**config.mk**
```make
export PLATFORM = sky130hd
export DESIGN_NAME = data_mapper_param
export DESIGN_NICKNAME = d
export VERILOG_FILES = /design/src/rtl/data_mapper_param.sv
export SDC_FILE = /design/constraint.sdc
export NUM_CORES = 1
export LEC_CHECK = 0
export BUFFER_PORTS_ARGS = -buffer_cell sky130_fd_sc_hd__buf_4
export CAP_MARGIN = 5
export CORE_MARGIN = 3
export CORE_UTILIZATION = 45
export CTS_BUF_LIST = sky130_fd_sc_hd__clkbuf_2 sky130_fd_sc_hd__clkbuf_4 sky130_fd_sc_hd__clkbuf_8
export CTS_CLUSTER_DIAMETER = 40
export CTS_CLUSTER_SIZE = 28
export DETAILED_ROUTE_END_ITERATION = 10
export SLEW_MARGIN = 40
export SYNTH_ARGS = -nofsm -noshare
export SYNTH_HDL_FRONTEND = slang
export SYNTH_SLANG_ARGS = --single-unit
```
**constraint.sdc**
```tcl
create_clock -name cb_clk -period 2.5 [get_ports cb_clk]
set_input_delay 0.5 -clock cb_clk [delete_from_list [all_inputs] [get_ports cb_clk]]
set_output_delay 0.5 -clock cb_clk [all_outputs]
set_load 0.01 [all_outputs]
```
**src/rtl/data_mapper_param.sv**
```systemverilog
// Serial-bit constellation mapper (BPSK/QPSK/16QAM/64QAM, Gray-coded, normalised)
// with a one-register map stage feeding a first-word-fall-through output FIFO.
module data_mapper_param #(
    parameter int WIDTH = 8,
    parameter int FRAC  = 6,
    parameter int DEPTH = 4,
    parameter int NSYM  = 48,
    parameter int IDX_W = 6
) (
    input  logic             cb_clk,
    input  logic             rst_n,
    input  logic             tx_clr,
    input  logic [1:0]       map_type,
    input  logic             bit_din,
    input  logic             bit_vld,
    output logic             bit_rdy,
    output logic [WIDTH-1:0] sym_re,
    output logic [WIDTH-1:0] sym_im,
    output logic [IDX_W-1:0] sym_idx,
    output logic             sym_last,
    output logic             sym_vld,
    input  logic             sym_rdy
);
    localparam int AW = $clog2(DEPTH);
    localparam int CW = AW + 1;

    // round(l * 2^FRAC / sqrt(d)) in integers: counts x with (x + 0.5) <= exact value
    function automatic int amp(input int l, input int d);
        longint lim;
        longint t;
        int     r;
        lim = longint'(l * l) << (2 * FRAC + 2);
        r   = 0;
        for (int x = 0; x < (2 << FRAC); x++) begin
            t = longint'(2 * x + 1);
            if (t * t * longint'(d) <= lim) r = x + 1;
        end
        return r;
    endfunction

    localparam logic [WIDTH-1:0] A_BPSK = WIDTH'(amp(1, 1));
    localparam logic [WIDTH-1:0] A_QPSK = WIDTH'(amp(1, 2));
    localparam logic [WIDTH-1:0] A16_1  = WIDTH'(amp(1, 10));
    localparam logic [WIDTH-1:0] A16_3  = WIDTH'(amp(3, 10));
    localparam logic [WIDTH-1:0] A64_1  = WIDTH'(amp(1, 42));
    localparam logic [WIDTH-1:0] A64_3  = WIDTH'(amp(3, 42));
    localparam logic [WIDTH-1:0] A64_5  = WIDTH'(amp(5, 42));
    localparam logic [WIDTH-1:0] A64_7  = WIDTH'(amp(7, 42));

    function automatic logic [2:0] nbits(input logic [1:0] t);
        case (t)
            2'b00:   return 3'd1;
            2'b01:   return 3'd2;
            2'b10:   return 3'd4;
            default: return 3'd6;
        endcase
    endfunction

    function automatic logic [WIDTH-1:0] sgn(input logic pos, input logic [WIDTH-1:0] a);
        return pos ? a : -a;
    endfunction

    function automatic logic [WIDTH-1:0] mag64(input logic m1, input logic m0);
        case ({m1, m0})
            2'b00:   return A64_7;
            2'b01:   return A64_5;
            2'b11:   return A64_3;
            default: return A64_1;
        endcase
    endfunction

    logic [2:0]       bcnt_q, bcnt_d;
    logic [5:0]       bits_q, bits_d, bits_cur;
    logic [1:0]       type_q, type_d, cur_type;
    logic             map_full_q, map_full_d;
    logic [5:0]       mbits_q, mbits_d;
    logic [1:0]       mtype_q, mtype_d;
    logic [IDX_W-1:0] idx_q, idx_d;
    logic [CW-1:0]    fcnt_q, fcnt_d;
    logic [AW-1:0]    wptr_q, wptr_d, rptr_q, rptr_d;
    logic [WIDTH-1:0] map_re, map_im;
    logic             accept, last_bit, push, pop;

    logic [WIDTH-1:0] re_mem_q  [DEPTH];
    logic [WIDTH-1:0] im_mem_q  [DEPTH];
    logic [IDX_W-1:0] idx_mem_q [DEPTH];

    // Occupancy includes the map stage, so a push always finds a free slot.
    assign bit_rdy  = (int'(fcnt_q) + int'(map_full_q)) < DEPTH;
    assign accept   = bit_vld && bit_rdy;
    assign cur_type = (bcnt_q == 3'd0) ? map_type : type_q;
    assign last_bit = (bcnt_q == nbits(cur_type) - 3'd1);
    assign push     = map_full_q;
    assign pop      = sym_vld && sym_rdy;

    always_comb begin
        bits_cur          = bits_q;
        bits_cur[bcnt_q]  = bit_din;
    end

    always_comb begin
        map_re = '0;
        map_im = '0;
        case (mtype_q)
            2'b00: map_re = sgn(mbits_q[0], A_BPSK);
            2'b01: begin
                map_re = sgn(mbits_q[0], A_QPSK);
                map_im = sgn(mbits_q[1], A_QPSK);
            end
            2'b10: begin
                map_re = sgn(mbits_q[0], mbits_q[1] ? A16_1 : A16_3);
                map_im = sgn(mbits_q[2], mbits_q[3] ? A16_1 : A16_3);
            end
            default: begin
                map_re = sgn(mbits_q[0], mag64(mbits_q[1], mbits_q[2]));
                map_im = sgn(mbits_q[3], mag64(mbits_q[4], mbits_q[5]));
            end
        endcase
    end

    always_comb begin
        bcnt_d     = bcnt_q;
        bits_d     = bits_q;
        type_d     = type_q;
        map_full_d = 1'b0;
        mbits_d    = mbits_q;
        mtype_d    = mtype_q;
        idx_d      = idx_q;
        wptr_d     = wptr_q;
        rptr_d     = rptr_q;
        fcnt_d     = fcnt_q + CW'(push) - CW'(pop);
        if (accept) begin
            if (last_bit) begin
                bcnt_d     = 3'd0;
                mbits_d    = bits_cur;
                mtype_d    = cur_type;
                map_full_d = 1'b1;
            end else begin
                bcnt_d = bcnt_q + 3'd1;
                bits_d = bits_cur;
                type_d = cur_type;
            end
        end
        if (push) begin
            wptr_d = wptr_q + AW'(1);
            idx_d  = (idx_q == IDX_W'(NSYM - 1)) ? '0 : idx_q + IDX_W'(1);
        end
        if (pop) rptr_d = rptr_q + AW'(1);
        if (tx_clr) begin
            bcnt_d     = '0;
            bits_d     = '0;
            type_d     = '0;
            map_full_d = 1'b0;
            idx_d      = '0;
            wptr_d     = '0;
            rptr_d     = '0;
            fcnt_d     = '0;
        end
    end

    always_ff @(posedge cb_clk or negedge rst_n) begin
        if (!rst_n) begin
            bcnt_q     <= '0;
            bits_q     <= '0;
            type_q     <= '0;
            map_full_q <= 1'b0;
            mbits_q    <= '0;
            mtype_q    <= '0;
            idx_q      <= '0;
            wptr_q     <= '0;
            rptr_q     <= '0;
            fcnt_q     <= '0;
        end else begin
            bcnt_q     <= bcnt_d;
            bits_q     <= bits_d;
            type_q     <= type_d;
            map_full_q <= map_full_d;
            mbits_q    <= mbits_d;
            mtype_q    <= mtype_d;
            idx_q      <= idx_d;
            wptr_q     <= wptr_d;
            rptr_q     <= rptr_d;
            fcnt_q     <= fcnt_d;
        end
    end

    // Storage needs no reset: the head is masked whenever the FIFO is empty.
    always_ff @(posedge cb_clk) begin
        if (push && !tx_clr) begin
            re_mem_q[wptr_q]  <= map_re;
            im_mem_q[wptr_q]  <= map_im;
            idx_mem_q[wptr_q] <= idx_q;
        end
    end

    assign sym_vld  = (fcnt_q != '0);
    assign sym_re   = sym_vld ? re_mem_q[rptr_q]  : '0;
    assign sym_im   = sym_vld ? im_mem_q[rptr_q]  : '0;
    assign sym_idx  = sym_vld ? idx_mem_q[rptr_q] : '0;
    assign sym_last = sym_vld && (idx_mem_q[rptr_q] == IDX_W'(NSYM - 1));
endmodule

```
=== Yosys cells after proc, flatten, opt, wreduce, memory -nomap -nowiden ===
Memory sizes are Yosys's and may differ from the RTL's.
Cells that the tools add are included.

* Memories: 3
* Memory bits (writable): 88
* Output and inout port bits: 25
* Register bits after elaboration: 33
* Bits of input ports: 8
* Word-level logic and storage cells: 103

{| class="wikitable"
|+ Memory list
! memory !! words !! bits a word !! rd ports !! clocked after memory_dff !! wr ports !! line !! RTL
|-
| im_mem_q || 4 || 8 || 1 || 0 || 1 || 85 || <nowiki>logic [WIDTH-1:0] im_mem_q [DEPTH];</nowiki>
|-
| re_mem_q || 4 || 8 || 1 || 0 || 1 || 84 || <nowiki>logic [WIDTH-1:0] re_mem_q [DEPTH];</nowiki>
|-
| idx_mem_q || 4 || 6 || 1 || 0 || 1 || 86 || <nowiki>logic [IDX_W-1:0] idx_mem_q [DEPTH];</nowiki>
|}

* Reduce and logical (&&, ||, !) cells: 18
* $add $sub $neg: 12
* Magnitude comparators: 3
* Eq/ne operators: 12
* Multiplexer cells: 45

{| class="wikitable"
|+ Operator list
! cell !! count
|-
| two-way mux 8 bit || 11
|-
| two-way mux 6 bit || 9
|-
| one-hot mux 8 bit (3 select lines) || 2
|-
| one-hot mux 7 bit (3 select lines) || 2
|-
| two-way mux 2 bit || 8
|-
| negation 6 -> 8 bit || 2
|-
| negation 8 bit || 2
|-
| equality test 6 bit (second input constant) || 2
|-
| two-way mux 3 bit || 4
|-
| one-hot mux 3 bit (3 select lines) || 1
|-
| equality test 2 x 1 -> 1 bit (second input constant) || 4
|-
| equality test 2 bit (second input constant) || 4
|-
| zero test 2 bit || 4
|-
| adder 6 x 1 -> 6 bit (second input constant) || 1
|-
| bitwise mux 6 bit || 1
|-
| two-way mux 1 bit || 6
|-
| nonzero test 2 bit || 3
|-
| logical AND 1 bit || 5
|-
| adder 2 x 1 -> 2 bit (second input constant) || 2
|-
| adder 3 x 1 -> 4 bit || 1
|-
| < comparator 3 x 4 -> 1 bit (second input constant) || 1
|-
| < comparator 4 x 3 -> 1 bit (second input constant) || 1
|-
| AND reduction 2 bit || 2
|-
| adder 3 x 1 -> 3 bit || 1
|-
| 11 further kinds || 11
|}

=== Depth between registers and ports, before layout ===
Gate-level depths: netlist (run 1).

* Word-level depth: 9
* Depth in mapped cells: 9
* Gate-level depth less buffers: 9

=== Least setup slack after synthesis (run 1) ===
No wires, ideal clock.

* Path kind: reg2reg
* Start point: register fcnt_q[1]
* End point: register fcnt_q[2]
* Slack: 0.305 ns
* Data arrival time: 2.063 ns
* Buffers on the path: 0
* Clock period less this slack: 2.195 ns
* Cell stages (with the launch flop): 10
* Required time: 2.368 ns
* Setup time: 0.132 ns
* Cell sequence: dfrtp_1 -> or3_1 -> and2_1 -> ha_1 -> inv_1 -> ha_1 -> inv_1 -> fa_1 -> xnor2_1 -> nor2_1

* Word-level cells in the longest chain between the ends: 4
* Elaborated cells between the ends (all ways): 5
* Those cells by class: add/sub: 2; mux: 1; reduce/logical: 2

{| class="wikitable"
|+ RTL lines
! item !! line !! RTL
|-
| start, declared || 79 || <nowiki>logic [CW-1:0] fcnt_q, fcnt_d;</nowiki>
|-
| start signal, assigned || 183 || <nowiki>fcnt_q <= fcnt_d;</nowiki>
|-
| parallel branches: the longest is 2 deep, another holds adder 3 x 1 -> 3 bit || n/a ||
|-
| subtractor 3 x 1 -> 3 bit (*) || 131 || <nowiki>fcnt_d = fcnt_q + CW'(push) - CW'(pop);</nowiki>
|-
| two-way mux 3 bit (*) || 149 || <nowiki>if (tx_clr) begin</nowiki>
|-
| via fcnt_d[2] || 79 ||
|}

Mark *: on every way through the listed nets, which the timed path passes.
A chain may end at the register's enable or synchronous reset.

=== Worst setup path after layout (run 1) ===
* Start point: register rptr_q[0]
* End point: output port sym_im[5]

* Word-level cells in the longest chain between the ends: 2

{| class="wikitable"
|+ RTL lines
! item !! line !! RTL
|-
| start, declared || 80 || <nowiki>logic [AW-1:0] wptr_q, wptr_d, rptr_q, rptr_d;</nowiki>
|-
| start signal, assigned || 182 || <nowiki>rptr_q <= rptr_d;</nowiki>
|-
| memory read (4 x 8 bit) || n/a ||
|-
| two-way mux 8 bit || 198 || <nowiki>assign sym_im = sym_vld ? im_mem_q[rptr_q] : '0;</nowiki>
|-
| end, declared || 18 || <nowiki>output logic [WIDTH-1:0] sym_im,</nowiki>
|}

Every way passes these cells.

==> out/results.ini, run 1 <==
[outcome]
status = complete, no violations

[logic_synthesis]
synthDistinctLibCells = 51
syn_inst = 443
synth_area_per_cell_um2 = 13.4
synth_area_um2 = 5920
synth_edf_count = 88
async_flop_share_pct = 27.3
synth_seq_cells = 121
yosysWarnings = 0
synthFlopType = edfxtp_1
seq_area_frac_synth_pct = 58.6
syn-num-nets = 480

[global_route]
grt.total_usage_pct = 16.6
first_global_vias = 3544
grt-ovfl-total = 0
grt_pass1_wl_um = 18600
grt_max_degree = 34
antenna_found_initial = 0

[clock_network]
htreeDepth = 4
cts.clk_slew.worst_paths_ns = 0.07
cts_buffers = 17
clk_latency_ns = 0.42
cts.sink_count = 121
ctsHoldBuffers = 0
cts_root_buf = clkbuf_8
cts_tree = yes
cts.path.max_buffers = 2

[timing]
min_period_ns = 2.42
fin_worst_skew_ns = 0.00986
max_slew_margin_pct = 48.0
finalSetupTns_ns = 0
slew_viol_final = 0
finalSetupViolations = 0
worst_pin_slew_ns = 0.780
setup_ws_ns = 0.0823
finalCritPeriodShare_pct = 96.7
rsz0062_at_grt = yes
timing.fmax_ghz = 0.414
hold_viol_final = 0

[layout]
postLayoutCoreUtil_pct = 53.5
n_antenna_cell = 0
fin_nets = 526
drive_gt1_share_pct = 24.3
layout-area-overhead-vs-synth_pct = 15.1

[pwr]
p_per_area_nw_per_um2 = 1050
p_total_w = 0.00714
leakagePower_nw = 2.58
ir_drop_mv = 0.308

[floorplan]
ioPinCount = 33
initial_utilization_pct = 46.5
dieArea_um2 = 14600
placementRows = 41
die_w_um = 121
core_um2 = 12700
die_y_um = 121

[worst_setup_path]
cp_cell_sequence = buf_4 -> buf_4 -> mux4_2 -> and2_1 -> buf_4
r2r-start = bcnt_q[0]
r2r_end = type_q[0]
r2r_slack_ns = 0.20
crit_arrival_ns = 1.92
slowest_stage = mux4_2
worstPathMaxFanout = 5
reg2reg_depth = 7
crit_path_end_kind = output pin
critPathLaunchType = flip-flop
critPathMaxStageDelay_ns = 0.48
crit_top_cell = buf_4
critPathKind = reg -> out
worstPathRequired_ns = 2.00

[min_path]
min_path_type = in -> async

[job]
drv_cap = 0

[placement]
dp_hpwl_um = 7430
place_worst_setup_slack_ns = 0.190
gp_congestion = 0.819
port_buffers = 32

[routing]
via_per_inst = 5.29
num_vias = 3565
drt_iter0_drc = 231
wl_per_cell_um = 16.5
drcViolationCount = 0
drtAntennaViolNets = 0
drt_pass1_iterations = 4
wl_um = 11100

==> timing repair <==
item | in CTS | in global routing
buffers inserted | 1 | 3
setup endpoints to repair | 20 | 23
resized for setup | 1 | 9
pin swaps | 0 | 0
==> metal layers <==
layer / GRT usage, % / up-vias / wire length [um]
met1: 22.6 / 1753 / 5170
li1: - / 1731 / -
met3: 3.79 / 15 / 336
met4: 6.59 / 0 / 171
met2: 25.9 / 66 / 5430
met5: 0 / - / 0
==> Yosys cell counts (2+ instances only) <==
| cell | number | area (um2) |
|---|---|---|
| a211oi_1 | 2 | 15.0 |
| a21o_1 | 2 | 15.0 |
| a21oi_1 | 21 | 105 |
| a22oi_1 | 2 | 15.0 |
| a31oi_1 | 5 | 31.3 |
| and2_1 | 28 | 175 |
| and3_1 | 4 | 25.0 |
| buf_2 | 5 | 25.0 |
| clkbuf_1 | 14 | 52.6 |
| dfrtp_1 | 33 | 826 |
| edfxtp_1 | 88 | 2640 |
| ha_1 | 28 | 350 |
| inv_1 | 17 | 63.8 |
| mux2_2 | 4 | 45.0 |
| mux2i_1 | 12 | 120 |
| mux4_2 | 22 | 495 |
| nand2_1 | 26 | 97.6 |
| nand2b_1 | 11 | 68.8 |
| nand3_1 | 12 | 60.1 |
| nand3b_1 | 3 | 22.5 |
| nor2_1 | 25 | 93.8 |
| nor2b_1 | 4 | 25.0 |
| nor3_1 | 14 | 70.1 |
| nor3_2 | 2 | 20.0 |
| o211ai_1 | 3 | 22.5 |
| o21ai_0 | 17 | 85.1 |
| o21bai_1 | 4 | 30.0 |
| o22ai_1 | 2 | 12.5 |
| or3_1 | 3 | 18.8 |
| xnor2_1 | 7 | 61.3 |
| xor2_1 | 3 | 26.3 |
==> state kept, by name (all words and copies together) (netlist names), 3 cells and up <==
signal / cells
bcnt_q: 3
bits_q: 6
fcnt_q: 3
idx_mem_q: 24
idx_q: 6
im_mem_q: 32
mbits_q: 6
re_mem_q: 32
==> power breakdown <==
part | internal [W] | switching [W]
Clock | 0.000845 | 0.000711
Combinational | 0.00126 | 0.00152
Sequential | 0.00260 | 0.000206
Total | 0.00470 | 0.00244
==> critical path: cells and delay by family, from the launching register on <==
family,cells,cell delay [ns]
muxes,1,0.48
DFF,1,0.44
buffers and inverters,3,0.39
and+or+nand+nor,1,0.19
==> cell type report <==
type / instances / area (um2)
fillers: 1126 / 5910
repair buffers: 49 / 384
well taps: 172 / 215
clock inverters: 7 / 45.0
inverters: 18 / 67.6
clock buffers: 25 / 325
multi-input cells: 282 / 2300
flip-flops and latches: 121 / 3470
==> how the worst max path moves through the flow <==
stage / startpoint / to / slack, ns / cells after the start
3_5_place_dp: mbits_q[1] / re_mem_q[0][4] / 0.19 / 8
3_3_place_gp: bcnt_q[0] / type_q[1] / 0.27 / 7
2_1_floorplan: fcnt_q[1] / fcnt_q[2] / 0.30 / 9
6_report: rptr_q[0] / sym_im[5] / 0.08 / 5
4_1_cts: rptr_q[0] / sym_re[4] / 0.008 / 4
5_1_grt: rptr_q[0] / sym_last / -0.02 / 6
==> cell usage in the layout, fill, tap and decap left out, types with 5 or more instances in the layout <==
| cell | Yosys | routed |
|---|---|---|
| dfrtp_1 | 33 | 30 |
| ha_1 | 28 | 27 |
| a21oi_1 | 21 | 21 |
| a31oi_1 | 5 | 5 |
| nand2b_1 | 11 | 11 |
| inv_1 | 17 | 16 |
| clkbuf_8 | 0 | 22 |
| nor2_1 | 25 | 25 |
| buf_4 | 1 | 47 |
| xnor2_1 | 7 | 7 |
| mux4_2 | 22 | 22 |
| o21ai_0 | 17 | 17 |
| nor3_1 | 14 | 13 |
| nand2_1 | 26 | 26 |
| and2_1 | 28 | 27 |
| nand3_1 | 12 | 12 |
| mux2i_1 | 12 | 11 |
| edfxtp_1 | 88 | 88 |
==> cells by family after synthesis <==
family / Yosys count / synth area share [%]
mux: 38 / 11.2
simple gates: 139 / 12.4
xor+xnor: 10 / 1.48
compound gates: 66 / 7.25
fa+ha+maj: 29 / 6.26
buf+inv: 40 / 2.83
flops: 121 / 58.6
==> per-stage QoR <==
stage | hold WS, ns | area (um2) | instances
floorplan | 0.204 | 5920 | 443
global placement | 0.471 | 6380 | 638
detailed placement | 0.477 | 6380 | 638
CTS | 0.00362 | 6760 | 671
global route | 0.00455 | 6810 | 674
finish | 0.0150 | 6810 | 674
(Power assumes the default switching activity.)
==> run 2: changes to the inputs <==
==> constraint.sdc (replaced) <==
create_clock -name cb_clk -period 2.9 [get_ports cb_clk]
set_input_delay 0.58 -clock cb_clk [delete_from_list [all_inputs] [get_ports cb_clk]]
set_output_delay 0.58 -clock cb_clk [all_outputs]
set_load 0.01 [all_outputs]
==> run 2 against run 1 <==
Sequential power down 13%; flip-flop and latch count is the same; largest power group unchanged; power is 15% lower; clock-buffer cell count fell by 2; critical path depth is 1 higher; clock skew decreased by 0.00061 ns.
==> out/results.ini, run 2 (synthesized netlist as in run 1, its figures left out) <==
[worst_setup_path]
crit_path_end_kind = output pin
crit_arrival_ns = 2.11  ; +0.19 ns
worstPathRequired_ns = 2.32  ; +0.32 ns
reg2reg_depth = 8  ; +1
critPathKind = reg -> out
worstPathMaxFanout = 21  ; +16
critPathLaunchType = flip-flop

[placement]
gp_congestion = 0.819  ; unchanged
port_buffers = 32  ; unchanged
dp_hpwl_um = 7630  ; +2.8%

[routing]
drtAntennaViolNets = 0  ; unchanged
drt_pass1_iterations = 8  ; +4
drt_iter0_drc = 234  ; +1.3%
wl_um = 11200  ; +1.0%
via_per_inst = 5.36  ; +1.4%
wl_per_cell_um = 16.9  ; +2.2%
num_vias = 3571  ; +0.17%
drcViolationCount = 0  ; unchanged

[timing]
hold_viol_final = 0  ; unchanged
slew_viol_final = 0  ; unchanged
worst_pin_slew_ns = 0.767  ; -0.0130 ns
rsz0062_at_grt = no
min_period_ns = 2.69
finalSetupTns_ns = 0  ; unchanged
finalSetupViolations = 0  ; unchanged
timing.fmax_ghz = 0.372
max_slew_margin_pct = 48.9  ; +0.87 points
finalCritPeriodShare_pct = 92.7
fin_worst_skew_ns = 0.00924  ; -0.000614 ns

[clock_network]
cts.sink_count = 121  ; unchanged
cts.path.max_buffers = 2  ; unchanged
cts_resized = 0  ; -1
htreeDepth = 4  ; unchanged
ctsHoldBuffers = 0  ; unchanged
cts_root_buf = clkbuf_8
cts.clk_slew.worst_paths_ns = 0.07  ; about the same
clk_latency_ns = 0.43  ; about the same
post_cts_buffers = 0  ; -1
cts_buffers = 17  ; unchanged
cts_tree = yes

[pwr]
p_comb_share_pct = 37.8  ; -1.2 points
p_seq_share_pct = 40.6  ; +1.4 points
clockPowerShare_pct = 21.6  ; -0.2 points
p_per_area_nw_per_um2 = 894  ; -15%
intPower_w = 0.00393  ; -16%
p_switching_w = 0.00211  ; -13%
p_sw_share_pct = 35.0  ; +0.81 points
leakagePower_nw = 2.54  ; -1.5%
ir_drop_mv = 0.336  ; +9.2%

[layout]
fillCellCount = 1131  ; +0.44%
layout-area-overhead-vs-synth_pct = 14.1
reg.largest.list = im_mem_q x32, re_mem_q x32, idx_mem_q x24
drive_gt1_share_pct = 21.3  ; -3.0 points
fin_nets = 518  ; -1.5%
mostFrequentLayoutCells = 88 x edfxtp_1, 36 x buf_4, 33 x dfrtp_1
n_antenna_cell = 0  ; unchanged
postLayoutCoreUtil_pct = 53.1  ; -0.45 points
layout_commonest_cell = edfxtp_1

[floorplan]
placementRows = 41  ; unchanged
core_um2 = 12700  ; unchanged
initial_utilization_pct = 46.5  ; unchanged
die_y_um = 121  ; unchanged
dieArea_um2 = 14600  ; unchanged
die_w_um = 121  ; unchanged
ioPinCount = 33  ; unchanged

[global_route]
first_global_vias = 3707  ; +4.6%
antenna_found_initial = 0  ; unchanged
grt.total_usage_pct = 17.0  ; +0.42 points
grt_max_degree = 34  ; unchanged
grt_pass1_wl_um = 19000  ; +2.1%
grt-ovfl-total = 0  ; unchanged

[min_path]
min_path_type = in -> async

[job]
drv_cap = 0  ; unchanged

[outcome]
status = complete, no violations

-- run 2: cell count changes in the layout (fill, tap and decap cells not counted), sizes merged --
cell,change
clkinv,+2
buf,-8
clkbuf,-2
-- run 2: layout make-up --
type	count	area (um2)	area share [%]
sequential	121	3470	51.4
multi-input combinational	282	2280	33.8
timing repair buffer	41	370	5.48
clock buffer	23	298	4.41
tap	172	215	3.19
inverter	18	67.6	1.00
clock inverter	9	51.3	0.760
-- run 2: stage by stage --
stage          hold WS, ns  cells  instance area (um2)  setup WS [ns]  total power, W
2_1_floorplan        0.284    443                 5920          0.676         0.00401
3_3_place_gp         0.532    634                 6400          0.576         0.00473
3_5_place_dp         0.544    634                 6400          0.443         0.00480
6_report            0.0876    666                 6750          0.212         0.00604
4_1_cts             0.0724    666                 6750          0.147         0.00612
5_1_grt             0.0728    666                 6750         0.0486         0.00650
-- run 2: worst paths after layout --
kind,slack (ns),startpoint,endpoint
setup / recovery,0.21,rptr_q[0],sym_last
min in group cb_clk,0.44,map_type[0],type_q[0]
hold / removal,0.09,rst_n,idx_q[2]
max in group asynchronous,2.50,rst_n,mbits_q[1]
setup reg to reg,0.40,mbits_q[1],re_mem_q[0][4]
hold reg to reg,0.55,bits_q[5],bits_q[5]
-- run 2: worst max-delay path: stages (launching register included) --
cell and delay, ns:
dfrtp_1 0.47, buf_12 0.25, mux4_2 0.52, and2_1 0.18
nand3_1 0.07, nor3_1 0.05, buf_4 0.14
-- run 2: power by group through the flow --
stage | sequential [W] | clock, W | combinational [W]
final | 0.00245 | 0.00130 | 0.00228
after global routing | 0.00249 | 0.00143 | 0.00258
after CTS | 0.00245 | 0.00134 | 0.00233
after detailed placement | 0.00249 | 0 | 0.00232
after global placement | 0.00247 | 0 | 0.00226
after floorplan | 0.00233 | 0 | 0.00168
-- run 2: routing by layer --
metal  up-vias  track usage, %  share of wire [%]  wire length, um
met5         -               0                  0                0
met2        70            28.1                 51             5720
met3        17            4.54                3.5              395
met4         0            6.73                1.8              204
met1      1766            21.4                 44             4910
li1       1718               -                  -                -
==> run 3: changes to the inputs <==
--- a/config.mk
+++ b/config.mk
@@ -13,6 +13,7 @@
 export CTS_CLUSTER_DIAMETER = 40
 export CTS_CLUSTER_SIZE = 28
 export DETAILED_ROUTE_END_ITERATION = 10
+export REMOVE_ABC_BUFFERS = 1
 export SLEW_MARGIN = 40
 export SYNTH_ARGS = -nofsm -noshare
 export SYNTH_HDL_FRONTEND = slang
==> run 3 against run 2 <==
Worst hold slack worse by 0.0053 ns; worst setup slack worse by 0.0043 ns; power up 0.13%; fmax is 0.16% lower; clock skew fell by 0.00076 ns; critical path type unchanged; clock power barely moved; combinational power rose by 2%; die area did not move; global-route usage shrank 0.58 points; sequential share of layout area rose by 0.39 points; critical endpoint unchanged.
==> out/results.ini, run 3 (synthesized netlist as in run 1, its figures left out) <==
[outcome]
status = complete, no violations

[layout]
layout_commonest_cell = edfxtp_1
reg.largest.list = im_mem_q x32, re_mem_q x32, idx_mem_q x24
layout-area-overhead-vs-synth_pct = 13.2
fin_nets = 518  ; unchanged
mostFrequentLayoutCells = 88 x edfxtp_1, 40 x buf_4, 33 x dfrtp_1
n_antenna_cell = 0  ; unchanged
drive_gt1_share_pct = 20.9  ; -0.36 points

[pwr]
p_comb_share_pct = 38.3  ; +0.5 points
p_sw_share_pct = 34.9  ; -0.057 points
intPower_w = 0.00393  ; +0.21%
ir_drop_mv = 0.310  ; -7.7%
clockPowerShare_pct = 21.7  ; about the same
p_per_area_nw_per_um2 = 902  ; +0.89%
p_seq_share_pct = 39.9  ; -0.7 points
p_switching_w = 0.00211  ; about the same
leakagePower_nw = 2.52  ; -0.70%

[routing]
wl_per_cell_um = 16.3  ; -3.4%
drt_pass1_iterations = 4  ; -4
drt_iter0_drc = 257  ; +9.8%
num_vias = 3478  ; -2.6%
drcViolationCount = 0  ; unchanged
wl_um = 10800  ; -3.6%
drtAntennaViolNets = 0  ; unchanged
via_per_inst = 5.23  ; -2.5%

[placement]
dp_hpwl_um = 7040  ; -7.7%
place_worst_setup_slack_ns = 0.504  ; +0.0614 ns
gp_congestion = 0.768  ; -6.2%
port_buffers = 32  ; unchanged

[clock_network]
cts.sink_count = 121  ; unchanged
post_cts_buffers = 0  ; unchanged
cts_tree = yes
htreeDepth = 4  ; unchanged
cts.path.max_buffers = 2  ; unchanged
cts.clk_slew.worst_paths_ns = 0.07  ; about the same
clk_latency_ns = 0.44  ; about the same
ctsHoldBuffers = 0  ; unchanged
cts_resized = 0  ; unchanged
cts_buffers = 17  ; unchanged
cts_root_buf = clkbuf_8

[timing]
finalCritPeriodShare_pct = 92.8  ; +0.15 points
worst_pin_slew_ns = 0.713  ; -0.0538 ns
setup_ws_ns = 0.208  ; -0.00432 ns
min_period_ns = 2.69  ; +0.00432 ns
hold_viol_final = 0  ; unchanged
timing.fmax_ghz = 0.371  ; -0.16%
slew_viol_final = 0  ; unchanged
rsz0062_at_grt = no
finalSetupTns_ns = 0  ; unchanged
fin_worst_skew_ns = 0.00848  ; -0.000761 ns
finalSetupViolations = 0  ; unchanged
max_slew_margin_pct = 52.5  ; +3.6 points

[floorplan]
core_um2 = 12700  ; unchanged
dieArea_um2 = 14600  ; unchanged
die_w_um = 121  ; unchanged
die_y_um = 121  ; unchanged
ioPinCount = 33  ; unchanged
placementRows = 41  ; unchanged
initial_utilization_pct = 46.5  ; unchanged

[worst_setup_path]
r2r_slack_ns = 0.50  ; +0.10 ns
critPathKind = reg -> out
crit_path_end_kind = output pin
worstPathMaxFanout = 7  ; -67%
r2r_end = re_mem_q[2][4]
worstPathRequired_ns = 2.32  ; about the same
slowest_stage = dfrtp_1
cp_cell_sequence = buf_4 -> mux4_2 -> and2_1 -> nand3_1 -> nor3_1 -> buf_4
critPathLaunchType = flip-flop
r2r-start = mbits_q[1]
critPathMaxStageDelay_ns = 0.57  ; +0.05 ns
crit_arrival_ns = 2.11  ; about the same
reg2reg_depth = 8  ; unchanged
crit_top_cell = buf_4

[global_route]
antenna_found_initial = 0  ; unchanged
grt_max_degree = 34  ; unchanged
grt_pass1_wl_um = 18200  ; -4.0%
first_global_vias = 3473  ; -6.3%
grt-ovfl-total = 0  ; unchanged
grt.total_usage_pct = 16.4  ; -0.58 points

[job]
drv_cap = 0  ; unchanged

[min_path]
min_path_type = in -> async

run 3: changes by cell type in the layout (fill, tap and decap cells not counted), moves of 2 or more:
cell	previous run	this run
clkbuf_8	20	17
clkinv_4	0	2
buf_4	36	40
clkbuf_4	3	1
buf_12	5	1
run 3: how the worst max path moves through the flow:
stage	from	endpoint	slack [ns]	cells after the start
after global routing	rptr_q[0]	sym_last	0.03	6
after CTS	rptr_q[0]	sym_last	0.16	6
after floorplan	rptr_q[0]	sym_last	0.29	2
final	rptr_q[0]	sym_last	0.21	6
after detailed placement	mbits_q[1]	re_mem_q[1][4]	0.50	8
after global placement	mbits_q[1]	re_mem_q[0][4]	0.59	8
run 3: per-stage QoR:
step	hold WS, ns	instance area, um2	power [W]	util [%]	instances
final	0.0823	6700	0.00605	52.7	665
after global routing	0.0917	6700	0.00650	52.7	665
after CTS	0.0824	6700	0.00613	52.7	665
after detailed placement	0.558	6350	0.00480	50.0	634
after global placement	0.537	6350	0.00474	50.0	634
after floorplan	0.284	5820	0.00393	-	421
run 3: layer usage:
layer	share of wire [%]	wire length [um]	global-route usage, %
met5	0	0	0
met4	1.3	138	6.16
met3	4.9	533	4.58
met2	49	5290	26.1
met1	45	4870	21.7
run 3: power groups by stage:
stage,Clock (W),Sequential (W),Combinational [W]
2_1_floorplan,0,0.00248,0.00145
3_3_place_gp,0,0.00245,0.00229
3_5_place_dp,0,0.00245,0.00235
4_1_cts,0.00135,0.00242,0.00236
5_1_grt,0.00143,0.00245,0.00262
6_report,0.00131,0.00242,0.00232
run 3: critical path: cells and delay by family (launching register included):
family / cells / cell delay, ns
flip-flops: 1 / 0.57
multiplexers: 1 / 0.48
buffers and inverters: 2 / 0.34
AND/OR/NAND/NOR: 3 / 0.29
run 3: layout make-up:
cell class / instances / area, um2
Tap cell: 172 / 215
Sequential cell: 121 / 3470
Timing Repair Buffer: 41 / 320
Clock buffer: 18 / 241
Clock inverter: 13 / 106
Fill cell: 1110 / 6020
Inverter: 18 / 67.6
Multi-Input combinational cell: 282 / 2280
